**src/rtl/half_subtractor.sv**
```systemverilog
// half_subtractor: lane-parallel one-bit subtractors with optional output register.
// Each lane computes a - b as (difference, borrow) and also presents NOT a.
// Lanes are fully independent; nothing ripples between them.
module half_subtractor #(
    parameter int WIDTH      = 1,
    parameter bit REGISTERED = 1
) (
    input  logic             clk_in,
    input  logic             rst_in,
    input  logic             valid_in,
    input  logic [WIDTH-1:0] a_in,
    input  logic [WIDTH-1:0] b_in,
    output logic [WIDTH-1:0] d_out,
    output logic [WIDTH-1:0] b_out,
    output logic [WIDTH-1:0] n_out,
    output logic             valid_out
);

    // Per-lane subtraction. Difference is a XOR b, borrow is raised only when
    // b exceeds a, so that a - b == d - 2*borrow holds in every lane.
    function automatic logic [3*WIDTH-1:0] lane_sub(
        input logic [WIDTH-1:0] a,
        input logic [WIDTH-1:0] b
    );
        logic [WIDTH-1:0] d;
        logic [WIDTH-1:0] brw;
        logic [WIDTH-1:0] n;
        d   = a ^ b;
        brw = ~a & b;
        n   = ~a;
        return {d, brw, n};
    endfunction

    logic [WIDTH-1:0] d_p0;
    logic [WIDTH-1:0] brw_p0;
    logic [WIDTH-1:0] n_p0;
    logic             vld_p0;

    // Stage 0: combinational lane results straight from the inputs.
    always_comb begin
        {d_p0, brw_p0, n_p0} = lane_sub(a_in, b_in);
        vld_p0               = valid_in;
    end

    generate
        if (REGISTERED) begin : g_reg
            logic [WIDTH-1:0] d_p1;
            logic [WIDTH-1:0] brw_p1;
            logic [WIDTH-1:0] n_p1;
            logic             vld_p1;

            // Stage 1: capture qualified results; idle cycles hold the data and
            // only drop valid. Reset forces the a=0 view (n all ones), so the
            // outputs stay self-consistent while nothing is valid.
            always_ff @(posedge clk_in or posedge rst_in) begin
                if (rst_in) begin
                    d_p1   <= '0;
                    brw_p1 <= '0;
                    n_p1   <= '1;
                    vld_p1 <= 1'b0;
                end else begin
                    vld_p1 <= vld_p0;
                    if (vld_p0) begin
                        d_p1   <= d_p0;
                        brw_p1 <= brw_p0;
                        n_p1   <= n_p0;
                    end
                end
            end

            assign d_out     = d_p1;
            assign b_out     = brw_p1;
            assign n_out     = n_p1;
            assign valid_out = vld_p1;
        end else begin : g_comb
            // Clock and reset play no part in the combinational variant.
            logic unused_clk_rst;
            assign unused_clk_rst = &{1'b0, clk_in, rst_in};

            assign d_out     = d_p0;
            assign b_out     = brw_p0;
            assign n_out     = n_p0;
            assign valid_out = vld_p0;
        end
    endgenerate

endmodule

```
**config.mk**
```make
export PLATFORM = sky130hd
export DESIGN_NAME = half_subtractor
export DESIGN_NICKNAME = d
export VERILOG_FILES = /design/src/rtl/half_subtractor.sv
export SDC_FILE = /design/constraint.sdc
export NUM_CORES = 1
export LEC_CHECK = 0
export ABC_AREA = 0
export CORE_AREA = 2 2 39 41
export CTS_CLUSTER_SIZE = 8
export DETAILED_ROUTE_END_ITERATION = 6
export DIE_AREA = 0 0 41 43
export SYNTH_ARGS = -nofsm -noshare
export SYNTH_HDL_FRONTEND = slang
export SYNTH_SLANG_ARGS = --single-unit
```
**constraint.sdc**
```tcl
create_clock -name clk_in -period 0.9 [get_ports clk_in]
set_input_delay 0.09 -clock clk_in [delete_from_list [all_inputs] [get_ports clk_in]]
set_output_delay 0.09 -clock clk_in [all_outputs]
set_load 0.01 [all_outputs]
```
==> impl_metrics.env <==
export IMPL_final_min_clock_period_ns=0.9444
export IMPL_synthesis_area_per_instance_um2=13.88
export IMPL_internal_power_uw=415.1
export IMPL_grt_overflow_total=0
export IMPL_final_design_area_no_fill_um2=280.3
export IMPL_grt_antenna_before_repair=0
export IMPL_power_net_switching_uw=112.3
export IMPL_buffer_ports_inserted=8
export IMPL_grt_pass1_wl_um=469
export IMPL_viasPerCell=3.175
export IMPL_worst_hold_path_type="in2async"
export IMPL_period_share=1.049
export IMPL_cp_buf_inv_count=1
export IMPL_area_growth_synth_to_final_pct=83.61
export IMPL_setup_viol_count_final=1
export IMPL_core_box_area_mm2=0.001384
export IMPL_place_congestion=0.5617
export IMPL_cts_buffers=3
export IMPL_p_clk_frac=0.454
export IMPL_nNetsFinal=31
export IMPL_maximum_vdd_drop_v=0.0003168
export IMPL_yosys_mux_area_fraction=0.1475
export IMPL_combinationalPowerShare=0.150
export IMPL_synth_xor_area_share=0
export IMPL_die_height_um=43
export IMPL_clock_root_buffer="sky130_fd_sc_hd__clkbuf_4"
export IMPL_status="finished with violations"
export IMPL_floorplan_initialDensity=0.1103
export IMPL_synth_cells=11
export IMPL_number_of_nets_in_the_synthesized_netlist=17
export IMPL_met2_wirelength_um=117
export IMPL_pwr_density_cell_mw_per_mm2=1882
export IMPL_yosys_register_bits=4
export IMPL_r2r_path_end="d_out$_DFFE_PP0P_"
export IMPL_drive_gt1_frac=0.5417
export IMPL_met3_wirelength_um=66
export IMPL_timing_worst_slew_pin_value_ns=0.2015
export IMPL_clock_latency_ns=0.24
export IMPL_synth_simple_gate_area_frac=0.02459
export IMPL_critical_path_peak_fanout=2
export IMPL_drt_wirelength_per_cell_um=7.800
export IMPL_ff2ff_setup_slack_ns=0.15
export IMPL_routed_via_count=127
export IMPL_critical_path_reg2reg_startpoint="d_out$_DFFE_PP0P_"
export IMPL_cts_tree="done"
export IMPL_finalHoldViolations=0
export IMPL_post_synth_num_cell_types=7
export IMPL_drt_total_wl_um=312
export IMPL_drt_pass1_iterations=1
export IMPL_syn_area_um2=152.6
export IMPL_clock_skew_ns=0
export IMPL_fmax_ghz=1.059
export IMPL_hpwl_dp_um=254.3
export IMPL_drc_violations=0
export IMPL_leakage_nw=0.1460
export IMPL_synthesis_yosys_warnings=0
export IMPL_maxSlewViolCount=0
export IMPL_critPathCaptureType="output port"
export IMPL_grt_total_usage=0.05025
export IMPL_cts_htree_levels=1
export IMPL_timing_critical_path_slowest_cell_delay_ns=0.53
export IMPL_dr_max_layer_used="met3"
export IMPL_rsz0062_at_grt="true"
export IMPL_series_of_cell_instances_along_the_critical_path="buf_6"
export IMPL_number_of_global_route_vias_before_repair=125
export IMPL_die_area_mm2=0.001763
export IMPL_max_cap_viol_count=0
export IMPL_die_w_um=41
export IMPL_cell_family_contributing_the_most_delay_on_the_critical_path="flip-flops"
export IMPL_synth_compound_gate_area_share=0.03279
export IMPL_clkTransAtPathRegs_ns=0.04
export IMPL_timing_critical_path_arrival_ns=0.85
export IMPL_setup_worst_path_start_class="flip-flop"
export IMPL_cts_num_sinks=4
export IMPL_ant_nets=0
export IMPL_r2r_cells=3
export IMPL_sequentialPowerShare=0.396
export IMPL_worstSetupPathType="reg2out"
export IMPL_worst_path_max_delay_cell="sky130_fd_sc_hd__dfstp_2"
export IMPL_synth_adder_area_share=0.08197
export IMPL_grt_start_max_net_pins=6
export IMPL_combinational_family_with_the_most_area_after_synthesis="multiplexers"
export IMPL_wirelength_met1_um=128
export IMPL_antenna_diode_count=0
export IMPL_p_sw_frac=0.2129
export IMPL_postPlaceCellArea_um2=260.3
export IMPL_violated_checks="setup timing"
export IMPL_boundaryPins=9
export IMPL_timing_max_slew_rel_slack=0.8655
export IMPL_worstPathRequired_ns=0.81
export IMPL_row_count=14
export IMPL_clock_tree_buffer_depth=2
export IMPL_power_uw=527.4
export IMPL_setup_slack_ns=-0.04444
export IMPL_drt_iter0_markers=0
export IMPL_cts_post_setup_buffers_inserted=0
export IMPL_synth_seq_area_share=0.6639
worst max-delay path by stage:
| stage | from | end | slack [ns] | cells after the start |
|---|---|---|---|---|
| after global placement | a_in | b_out$_DFFE_PP0P_ | -0.27 | 4 |
| after floorplan | b_out$_DFFE_PP0P_ | b_out$_DFFE_PP0P_ | 0.13 | 1 |
| after global routing | n_out$_DFFE_PP1P_ | n_out | -0.07 | 1 |
| final | n_out$_DFFE_PP1P_ | n_out | -0.04 | 1 |
| after CTS | n_out$_DFFE_PP1P_ | n_out | -0.06 | 1 |
| after detailed placement | a_in | b_out$_DFFE_PP0P_ | -0.25 | 4 |
state kept, by name, indices dropped and copies added (netlist names):
signal and count:
d_out 1, valid_out 1, b_out 1, n_out 1
power groups by stage:
stage          registers (mW)  clock network, mW  logic [mW]
4_1_cts                 0.209              0.254      0.0817
6_report                0.209              0.240      0.0789
3_5_place_dp            0.211                  0      0.0914
3_3_place_gp            0.211                  0      0.0909
2_1_floorplan           0.218                  0      0.0197
5_1_grt                 0.211              0.263      0.0864
cell usage after synthesis (all sizes together):
cell type  count  share of area
ha             1          0.082
mux2           2           0.15
inv            2          0.049
nor2           1          0.025
dfrtp          3           0.49
dfstp          1           0.17
a21oi          1          0.033
cells in the final DEF (no fill, tap or decap), types with 2 or more instances in the layout:
cell	netlist	routed
sky130_fd_sc_hd__buf_2	0	3
sky130_fd_sc_hd__clkbuf_4	0	3
sky130_fd_sc_hd__clkdlybuf4s50_1	0	2
sky130_fd_sc_hd__dfrtp_1	3	3
sky130_fd_sc_hd__dlymetal6s2s_1	0	2
sky130_fd_sc_hd__mux2_2	2	2
worst reg2reg max path, cell delays in order, from the launching register on:
cell,delay (ns)
sky130_fd_sc_hd__dfrtp_1,0.37
sky130_fd_sc_hd__buf_4,0.13
sky130_fd_sc_hd__nor2_1,0.08
sky130_fd_sc_hd__a21oi_1,0.04
layout make-up:
class / instances / area (µm²)
clock buffer: 4 / 26.28
tap: 16 / 20.02
inverter: 2 / 7.507
fill: 162 / 1104
multi-input combinational: 5 / 46.29
sequential: 4 / 101.3
timing repair buffer: 9 / 78.83
stage by stage:
step	setup TNS (ns)	std cells	hold WS (ns)	worst slack, ns	utilization
finish	-0.04444	40	0.03598	-0.04444	0.2025
global route	-0.07350	40	0.05547	-0.07350	0.2025
CTS	-0.06002	40	0.03373	-0.06002	0.1989
detailed placement	-0.9939	36	0.2845	-0.2528	0.1881
global placement	-1.017	36	0.2846	-0.2675	0.1881
floorplan	0	11	-0.1446	0.1307	-
metal layers:
metal	vias up	global-route usage
li1	60	-
met1	58	0.03871
met2	9	0.05313
met3	0	0.06283
met4	0	0.06000
met5	-	0
kinds of logic (layout without fill, tap and decap cells):
| family | Yosys count | count (layout) |
|---|---|---|
| AOI/OAI and AO/OA | 1 | 1 |
| adders and majority gates | 1 | 1 |
| buffers and inverters | 2 | 15 |
| DFF | 4 | 4 |
| muxes | 2 | 2 |
| and+or+nand+nor | 1 | 1 |
repair_timing:
action | in CTS | in global routing
endpoints found under the setup margin | 5 | 2
endpoints found under the hold margin | 0 | 0
resized for setup | 18 | 3
hold buffers | 0 | 0
Note: power is estimated with default switching activity, not from simulation.
